$ cat src/rtl/insfetch_q_pkg.sv
// insfetch_q_pkg: shared opcodes, HALT word, fetch state encoding and RVC constants.
package insfetch_q_pkg;
  localparam logic [6:0]  OJAL     = 7'b1101111;
  localparam logic [6:0]  OJALR    = 7'b1100111;
  localparam logic [31:0] HALT_INS = 32'h0ff00513;
  localparam logic [1:0]  C_OP_J   = 2'b01;
  localparam logic [2:0]  C_F3_J   = 3'b101;
  localparam logic [1:0]  C_OP_JR  = 2'b10;
  localparam logic [2:0]  C_F3_JR  = 3'b100;
  typedef enum logic [1:0] {S_FETCH, S_WAIT_JALR, S_HALTED} fstate_t;
endpackage

$ cat src/rtl/insfetch_q_fetch_queue.sv
// fetch_queue: circular instruction buffer with a registered head so decode never sees give_you combinationally.
module fetch_queue #(
  parameter int QDEPTH = 8,
  parameter int WIDTH  = 65
) (
  input  logic                       clk,
  input  logic                       rst,
  input  logic                       enq,
  input  logic                       deq,
  input  logic                       flush,
  input  logic [WIDTH-1:0]           din,
  output logic                       full,
  output logic                       empty,
  output logic [$clog2(QDEPTH):0]    count,
  output logic [WIDTH-1:0]           head
);
  localparam int PW = $clog2(QDEPTH);
  logic [WIDTH-1:0] mem [QDEPTH];
  logic [PW-1:0] hp, tp, hn;
  logic [PW:0] cn;
  logic do_enq, do_deq;
  assign full   = count == (PW+1)'(QDEPTH);
  assign empty  = count == '0;
  assign do_enq = enq && !full && !flush;
  assign do_deq = deq && !empty && !flush;
  assign hn     = hp + PW'(do_deq);
  assign cn     = count + (PW+1)'(do_enq) - (PW+1)'(do_deq);
  // head is refreshed from the entry that becomes oldest; bypass din when it lands in an otherwise empty queue
  always_ff @(posedge clk or posedge rst) begin
    if (rst) begin
      hp    <= '0;
      tp    <= '0;
      count <= '0;
      head  <= '0;
    end else if (flush) begin
      hp    <= '0;
      tp    <= '0;
      count <= '0;
    end else begin
      hp    <= hn;
      tp    <= tp + PW'(do_enq);
      count <= cn;
      if (cn != '0) head <= (count == (PW+1)'(do_deq)) ? din : mem[hn];
    end
  end
  always_ff @(posedge clk) begin
    if (do_enq) mem[tp] <= din;
  end
endmodule

$ cat src/rtl/insfetch_q.sv
// insfetch_q: fetch PC/state machine feeding a fetch_queue; optional compressed decode under RVC_EN.
module insfetch_q
  import insfetch_q_pkg::*;
#(
  parameter int              QDEPTH   = 8,
  parameter int              ADDR_W   = 32,
  parameter logic [ADDR_W-1:0] RESET_PC = '0
) (
  input  logic              clk_in,
  input  logic              rst_in,
  input  logic              rdy_in,
  output logic [ADDR_W-1:0] out_PC,
  output logic              ask_for,
  input  logic              give_you,
  input  logic [31:0]       give_you_ins,
  output logic              is_ins,
  output logic [ADDR_W-1:0] ins_addr,
  output logic [31:0]       ins,
  output logic              ins_is_c,
  input  logic              rob_rs_slb_full,
  input  logic              rob_clear,
  input  logic [ADDR_W-1:0] rob_new_pc,
  input  logic              cancel_stuck
);
  localparam int WIDTH = ADDR_W + 33;
  fstate_t state, state_n;
  logic [ADDR_W-1:0] pc, pc_n, jimm, cimm, len;
  logic [31:0] w, word;
  logic [$clog2(QDEPTH):0] count;
  logic [WIDTH-1:0] head;
  logic full, empty, accept, deq, is_c, is_cj, is_cjr, is_jal, is_jalr, is_halt;
  assign w = give_you_ins;
`ifdef RVC_EN
  assign is_c   = w[1:0] != 2'b11;
  assign is_cj  = w[1:0] == C_OP_J && w[15:13] == C_F3_J;
  assign is_cjr = w[1:0] == C_OP_JR && w[15:13] == C_F3_JR && w[11:7] != '0 && w[6:2] == '0;
  assign word   = is_c ? {16'b0, w[15:0]} : w;
`else
  assign is_c   = 1'b0;
  assign is_cj  = 1'b0;
  assign is_cjr = 1'b0;
  assign word   = w;
`endif
  assign is_halt = !is_c && w == HALT_INS;
  assign is_jalr = is_c ? is_cjr : w[6:0] == OJALR;
  assign is_jal  = !is_c && w[6:0] == OJAL;
  assign jimm    = {{(ADDR_W-20){w[31]}}, w[19:12], w[20], w[30:21], 1'b0};
  assign cimm    = {{(ADDR_W-11){w[12]}}, w[8], w[10:9], w[6], w[7], w[2], w[11], w[5:3], 1'b0};
  assign len     = is_c ? ADDR_W'(2) : ADDR_W'(4);
  assign out_PC  = pc;
  assign ask_for = state == S_FETCH && !full;
  assign accept  = rdy_in && !rob_clear && ask_for && give_you;
  assign deq     = rdy_in && !rob_clear && !empty && !rob_rs_slb_full;
  assign is_ins  = count != '0;
  assign ins_addr = head[WIDTH-1:33];
  assign ins      = head[32:1];
  assign ins_is_c = head[0];
  fetch_queue #(.QDEPTH(QDEPTH), .WIDTH(WIDTH)) u_q (
    .clk   (clk_in),
    .rst   (rst_in),
    .enq   (accept),
    .deq   (deq),
    .flush (rdy_in && rob_clear),
    .din   ({pc, word, is_c}),
    .full  (full),
    .empty (empty),
    .count (count),
    .head  (head)
  );
  always_ff @(posedge clk_in or posedge rst_in) begin
    if (rst_in) begin
      state <= S_FETCH;
      pc    <= RESET_PC;
    end else if (rdy_in) begin
      state <= state_n;
      pc    <= pc_n;
    end
  end
  // rob_clear outranks everything; JALR and HALT park the PC on the fetched instruction
  always_comb begin
    state_n = state;
    pc_n    = pc;
    if (rob_clear) begin
      state_n = S_FETCH;
      pc_n    = rob_new_pc;
    end else if (accept) begin
      state_n = is_halt ? S_HALTED : is_jalr ? S_WAIT_JALR : S_FETCH;
      pc_n    = (is_halt || is_jalr) ? pc : is_jal ? pc + jimm : is_cj ? pc + cimm : pc + len;
    end else if (state == S_WAIT_JALR && cancel_stuck) begin
      state_n = S_FETCH;
      pc_n    = rob_new_pc;
    end
  end
endmodule

$ cat config.mk
export PLATFORM = sky130hd
export DESIGN_NAME = insfetch_q
export DESIGN_NICKNAME = d
export VERILOG_FILES = /design/src/rtl/insfetch_q_pkg.sv /design/src/rtl/insfetch_q_fetch_queue.sv /design/src/rtl/insfetch_q.sv
export SDC_FILE = /design/constraint.sdc
export NUM_CORES = 1
export LEC_CHECK = 0
export CAP_MARGIN = 25
export CORE_ASPECT_RATIO = 0.8
export CORE_MARGIN = 2
export CORE_UTILIZATION = 55
export CTS_CLUSTER_DIAMETER = 30
export DETAILED_ROUTE_END_ITERATION = 7
export PLACE_DENSITY = 0.76
export SYNTH_ARGS = -nofsm -noshare
export SYNTH_HDL_FRONTEND = slang
export SYNTH_HIERARCHICAL = 1
export SYNTH_SLANG_ARGS = --single-unit
$ cat constraint.sdc
create_clock -name clk_in -period 9.6 [get_ports clk_in]
set_input_delay 1.44 -clock clk_in [delete_from_list [all_inputs] [get_ports clk_in]]
set_output_delay 1.44 -clock clk_in [all_outputs]
set_load 0.05 [all_outputs]
# Word-level counts from Yosys, hierarchy flattened
# Memory sizes are Yosys's and may differ from the RTL's.
# Index checks and enable logic that the tools add are counted.
[op_classes]
addsub = 6
eq_ne = 7
mux = 16
bitwise = 1
reduce_logical = 26
[op_table]
columns = ["operator", "n"]
rows = [
  ["2-to-1 mux 32 bit", 5],
  ["2-to-1 mux 65 bit", 1],
  ["adder 32 x 3 -> 32 bit (second input constant)", 1],
  ["adder 32 bit", 1],
  ["== test 32 x 28 -> 1 bit (second input constant)", 1],
  ["== test 7 bit (second input constant)", 2],
  ["logical AND 1 bit", 12],
  ["2-to-1 mux 2 bit", 4],
  ["nonzero test 4 bit", 2],
  ["adder 3 x 1 -> 3 bit", 2],
  ["2-to-1 mux 3 bit", 2],
  ["logical NOT 1 bit", 5],
  ["adder 4 x 1 -> 4 bit", 1],
  ["== test 4 x 1 -> 1 bit", 1],
  ["== test 4 bit (second input constant)", 1],
  ["logical NOT 4 bit", 1],
  ["2-to-1 mux 4 bit", 1],
  ["AND reduction 2 bit", 2],
  ["subtractor 4 x 1 -> 4 bit", 1],
  ["2-to-1 mux 1 bit", 3],
  ["!= test 3 bit (second input constant)", 1],
  ["AND reduction 3 bit", 1],
  ["nonzero test 3 bit", 1],
  ["== test 2 x 1 -> 1 bit (second input constant)", 1],
  ["3 further kinds", 3],
]
[totals]
reg_bits = 109
mem_bits_rw = 512
in_bits = 71
output_inout_bits = 99
elab_cells = 63
mem_count = 1
[mem_list]
columns = ["memory", "depth", "word_bits", "read_ports", "rd_ports_with_merged_regs", "wr", "line_no", "source"]
rows = [
  ["u_q.mem", 8, 64, 1, 0, 1, "insfetch_q_fetch_queue.sv:18", "logic [WIDTH-1:0] mem [QDEPTH];"],
]

# Depth between registers and ports, before layout
[logic_depth]
ltp_word = 11
depth_mapped = 21
ltp_nobuf = 17

# Hierarchy
# Netlist, hierarchy kept.
[by_module_without_submodules]
columns = ["module", "n_inst", "cells_per_inst", "area_each_um2", "seq_area_each_um2"]
rows = [
  ["fetch_queue", 1, 1466, 23663.9, 17491.8],
  ["insfetch_q", 1, 560, 4224.1, 850.8],
]

# Worst setup path before layout
# No wires, ideal clock.
[synth_timing]
path_type = "input port to flip-flop"
from = "input port rob_clear"
to = "memory u_q/mem[0][0] in the netlist's numbering, enable pin"
arrival_ns = 7.336
setup_slack_ns = 1.696
stages = 8
n_path_buf = 2
path_cell_list = "nand2b_1 > or4_4 > buf_6 > clkinv_1 > buf_2 > nand2b_1 > or3_1 > nor3_1"
[synth_between]
elab_chain_cells = 8
word_cells_on_any_way = 10
cone_classes = "mux: 2; reduce/logical: 8"
[synth_rtl]
columns = ["item", "line_no", "source"]
rows = [
  ["start, declared", "insfetch_q.sv:21", "input logic rob_clear,"],
  ["logical NOT 1 bit", "insfetch_q.sv:52", "assign accept = rdy_in && !rob_clear && ask_for && give_you;"],
  ["logical AND 1 bit (3 in a row)", "insfetch_q.sv:52", ""],
  ["via accept", "insfetch_q.sv:31", "logic full, empty, accept, deq, is_c, is_cj, is_cjr, is_jal, is_jalr, is_halt;"],
  ["logical AND 1 bit (2 in a row)", "insfetch_q_fetch_queue.sv:24", "assign do_enq = enq && !full && !flush;"],
  ["2-to-1 mux 1 bit", "insfetch_q_fetch_queue.sv:47", "if (do_enq) mem[tp] <= din;"],
  ["2-to-1 mux 1 bit (implied by the code)", "insfetch_q_fetch_queue.sv:47", ""],
  ["end, declared", "insfetch_q_fetch_queue.sv:18", ""],
]
# The timed path passes the listed nets, and every way through them passes these cells.

# Worst setup path after layout
[layout_timing]
from = "input port rob_clear"
to = "register u_q.head[49]"
[layout_between]
elab_chain_cells = 10
word_cells_on_any_way = 21
cone_classes = "add/sub: 3; eq/ne: 1; mux: 1; bitwise: 1; reduce/logical: 14; memory: 1"
[layout_rtl]
columns = ["item", "line_no", "source"]
rows = [
  ["logical NOT 1 bit", "insfetch_q.sv:52, insfetch_q.sv:53", ""],
  ["logical AND 1 bit", "insfetch_q.sv:52, insfetch_q.sv:53", ""],
  ["logical AND 1 bit (2 in a row)", "insfetch_q.sv:52", ""],
  ["logical AND 1 bit (2 in a row)", "insfetch_q_fetch_queue.sv:24", ""],
  ["adder 4 x 1 -> 4 bit", "insfetch_q_fetch_queue.sv:27", "assign cn = count + (PW+1)'(do_enq) - (PW+1)'(do_deq);"],
  ["subtractor 4 x 1 -> 4 bit", "insfetch_q_fetch_queue.sv:27", ""],
  ["nonzero test 4 bit", "insfetch_q_fetch_queue.sv:43", "if (cn != '0) head <= (count == (PW+1)'(do_deq)) ? din : mem[hn];"],
  ["AND reduction 2 bit (no source line)", "n/a", ""],
  ["end signal, assigned", "insfetch_q_fetch_queue.sv:43", ""],
  ["end, declared", "insfetch_q_fetch_queue.sv:15", "output logic [WIDTH-1:0] head"],
]
# Several ways; a longest one is shown, not always the timed one.
# A chain may end at the register's enable or synchronous reset.

==> results.py <==
metrics = {
    "run_status": {
        "status": "completed",
    },
    "worst_setup_path": {
        "rr_endpoint": "u_q/head[49]",
        "cpPeakStageDelay_ns": 0.74,
        "critPathKind": "in2reg",
        "cp_max_fo": 50,
        "cp-end-kind": "register",
        "path_delay_family": "buffers and inverters",
        "reg2reg_slack_ns": 3.34,
        "r2r-start": "u_q/count[2]",
        "start_kind": "primary input",
        "crit_slowest_cell": "a2111oi_0",
        "critPathBufInv": 5,
        "cp.arrival_ns": 6.99,
        "critical_path_required_ns": 10.13,
        "rr_worst_depth": 19,
        "cp_cell_sequence": "clkdlybuf4s50_1 > nand2b_1 > or4_4 > clkinv_1 > nand2b_1 > nor2_1 > inv_1 > o21ai_0 > ha_1 > fa_1 > or3b_1 > a2111oi_0 > a211oi_4 > buf_4 > buf_4 > mux2i_1 > a31o_1",
    },
    "clock_tree": {
        "cts_tree": "done",
        "clkLatencyLatePin_ns": 0.65,
        "cts_hold_buf": 0,
        "post_cts_buffers": 0,
        "h-tree-depth": 3,
        "cts_sinks": 629,
        "clock-root-buffer": "clkbuf_16",
        "clock_path_buffers": 3,
        "cts_resized": 0,
        "cts_made_buffers": 106,
        "path_clk_slew_ns": 0.05,
    },
    "yosys": {
        "synth-main-ff-cell": "edfxtp_1",
        "synth_area_leaders": "edfxtp_1, dfrtp_1, mux2i_1",
        "synthCells": 2026,
        "syn_area_um2": 27900,
        "yosysSeqAreaShare": 0.658,
        "yosysTopAreaCellShare": 0.560,
        "synth_seq_cells": 629,
        "synthDistinctLibCells": 74,
        "synth_area_per_cell_um2": 13.8,
        "yosys.area.top_type": "edfxtp_1",
        "async_flop_share": 0.173,
        "synth_edf_count": 520,
        "yosys_warnings": 6,
    },
    "sta": {
        "relSlewSlack": 0.264,
        "max_freq_mhz": 155,
        "fin_crit_sh": 0.674,
        "min_period_ns": 6.47,
        "setup_viol": 0,
        "skew_ns": 0.0440,
        "drv_slew": 0,
        "timing_hold_violations_final": 0,
        "rsz0062_at_grt": "false",
        "finalSetupTns_ns": 0,
        "setup_ws_ns": 3.13,
        "tightestPinTransition_ns": 1.10,
    },
    "global_route": {
        "grt_pass1_vias": 18834,
        "grt_overflow_total": 0,
        "grtUsageTotal": 0.283,
        "grt_max_degree": 101,
        "grt_first_pass_wirelength_mm": 112,
        "antenna_found_initial": 4,
    },
    "placement": {
        "post_dp_cell_area_um2": 30200,
        "hpwl_mm": 41.4,
        "dp_cells": 2798,
        "routabilityCongestion": 0.908,
        "dp_slack_ns": 2.54,
        "io_buffers": 169,
    },
    "route": {
        "drc": 0,
        "vias": 18447,
        "viasPerCell": 6.13,
        "routed_wl_mm": 74.1,
        "firstDrtPassIters": 5,
        "drtAntennaViolNets": 0,
        "drtIter0Drc": 1857,
        "avgRoutedWirePerCell_um": 24.7,
    },
    "power": {
        "switching_share": 0.364,
        "pwr-share-clk": 0.339,
        "power.total_mw": 11.8,
        "seqPwrFrac": 0.307,
        "vdd_drop_max_v": 0.000250,
        "power_density_nw_per_um2": 346,
        "p_comb_frac": 0.354,
        "p_leak_nw": 13.0,
        "p_int_mw": 7.53,
        "switching_power_mw": 4.31,
    },
    "die": {
        "die_x_um": 256,
        "core-area_um2": 49900,
        "rows": 73,
        "dieArea_um2": 52500,
        "die_h_um": 205,
        "initial_utilization": 0.559,
        "io_pins": 170,
    },
    "job": {
        "drv_cap": 0,
    },
    "hold_path": {
        "hp-class": "reg2reg",
        "hold_end": "state[1]",
        "hold_path.startpoint": "state[1]",
        "min_path_cells": 1,
    },
    "finish": {
        "finalNetCount": 2347,
        "finalInstanceArea_um2": 34200,
        "drive_gt1_frac": 0.112,
        "syn_to_final_growth_pct": 22.7,
        "fin_cells": 3007,
    },
}
kinds of logic (layout without fill, tap and decap cells):
family | count (synthesis) | count (layout) | synth area share
DFF | 629 | 629 | 0.658
and+or+nand+nor | 453 | 453 | 0.0746
AOI/OAI and AO/OA | 394 | 394 | 0.105
muxes | 263 | 263 | 0.0944
buffers and inverters | 195 | 489 | 0.0337
xor gates and xnor gates | 50 | 50 | 0.0157
adders and majority gates | 41 | 41 | 0.0189
other | 1 | 13 | 0.000134
per-layer routing:
layer  up-vias  routed length [µm]  global-route usage
li1       8162                   -                   -
met1      9317               32500               0.410
met2       827               33700               0.435
met3       137                6110              0.0536
met4         4                1800              0.0917
met5         -                  25                   0
power groups by stage:
| stage | combinational, mW | sequential [mW] | clock, mW |
|---|---|---|---|
| 5_1_grt | 4.45 | 3.66 | 4.18 |
| 2_1_floorplan | 2.50 | 4.13 | 0 |
| 6_report | 4.20 | 3.63 | 4.02 |
| 4_1_cts | 4.18 | 3.63 | 4.04 |
| 3_5_place_dp | 4.14 | 3.67 | 0 |
| 3_3_place_gp | 4.04 | 3.67 | 0 |
worst max-delay path by stage:
stage | start | endpoint | slack, ns | cells past startpoint
2_1_floorplan | rob_clear | u_q/mem[0][0] | 1.70 | 8
3_3_place_gp | rob_clear | u_q/head[59] | 2.67 | 17
3_5_place_dp | rob_clear | u_q/head[57] | 2.54 | 17
4_1_cts | rob_clear | u_q/head[49] | 3.19 | 17
5_1_grt | rob_clear | u_q/head[49] | 2.86 | 17
6_report | rob_clear | u_q/head[49] | 3.13 | 17
stage by stage:
step / util / hold slack, ns
2_1_floorplan: - / 0.521
3_3_place_gp: 0.605 / 0.553
3_5_place_dp: 0.606 / 0.580
4_1_cts: 0.684 / 0.593
5_1_grt: 0.686 / 0.617
6_report: 0.686 / 0.602
state kept, by name, indices dropped and copies added, names as in the netlist:
register,flops
u_q/hp,3
u_q/mem,520
u_q/count,4
u_q/head,65
out_PC,32
state,2
u_q/tp,3
layout by cell type (no fill, tap or decap), types with 39 or more instances in the layout:
master / instances
a21oi_1: 60
a22oi_1: 68
a31o_1: 65
a32oi_1: 65
clkbuf_16: 108
clkdlybuf4s50_1: 169
dfrtp_1: 109
edfxtp_1: 520
ha_1: 39
inv_1: 82
mux2i_1: 262
nand2_1: 259
nor2_1: 50
synth_stat cells (4+ instances only):
| cell type | instances |
|---|---|
| a31o_1 | 65 |
| nor4b_1 | 4 |
| nand2b_1 | 11 |
| edfxtp_1 | 520 |
| and2_1 | 9 |
| clkbuf_1 | 53 |
| xnor2_1 | 28 |
| nand2_1 | 259 |
| nand3_1 | 29 |
| or2_2 | 5 |
| xor2_1 | 22 |
| a22oi_1 | 68 |
| nor2_1 | 58 |
| a211oi_1 | 16 |
| nor3_1 | 15 |
| buf_2 | 29 |
| o22ai_1 | 6 |
| a21o_1 | 20 |
| inv_1 | 83 |
| ha_1 | 39 |
| mux2i_1 | 262 |
| o21ai_1 | 7 |
| o211ai_1 | 12 |
| a21oi_1 | 61 |
| or3_1 | 4 |
| buf_4 | 6 |
| dfrtp_1 | 109 |
| nor4_1 | 4 |
| nand4_1 | 17 |
| o21ai_0 | 27 |
| and4_1 | 7 |
| a32oi_1 | 65 |
| buf_6 | 20 |
| a31oi_1 | 8 |
| o21ai_2 | 7 |
| nor2b_1 | 9 |
| and3_1 | 5 |
cell type report:
class,instances,area (µm²)
Inverter,84,317
Antenna cell,4,10.0
Timing Repair Buffer,204,2070
Sequential cell,629,18300
Clock buffer,129,2880
Tap cell,675,845
Fill cell,3278,15600
Multi-Input combinational cell,1210,8760
Clock inverter,72,1000
Power figures use the tool's default switching activity.
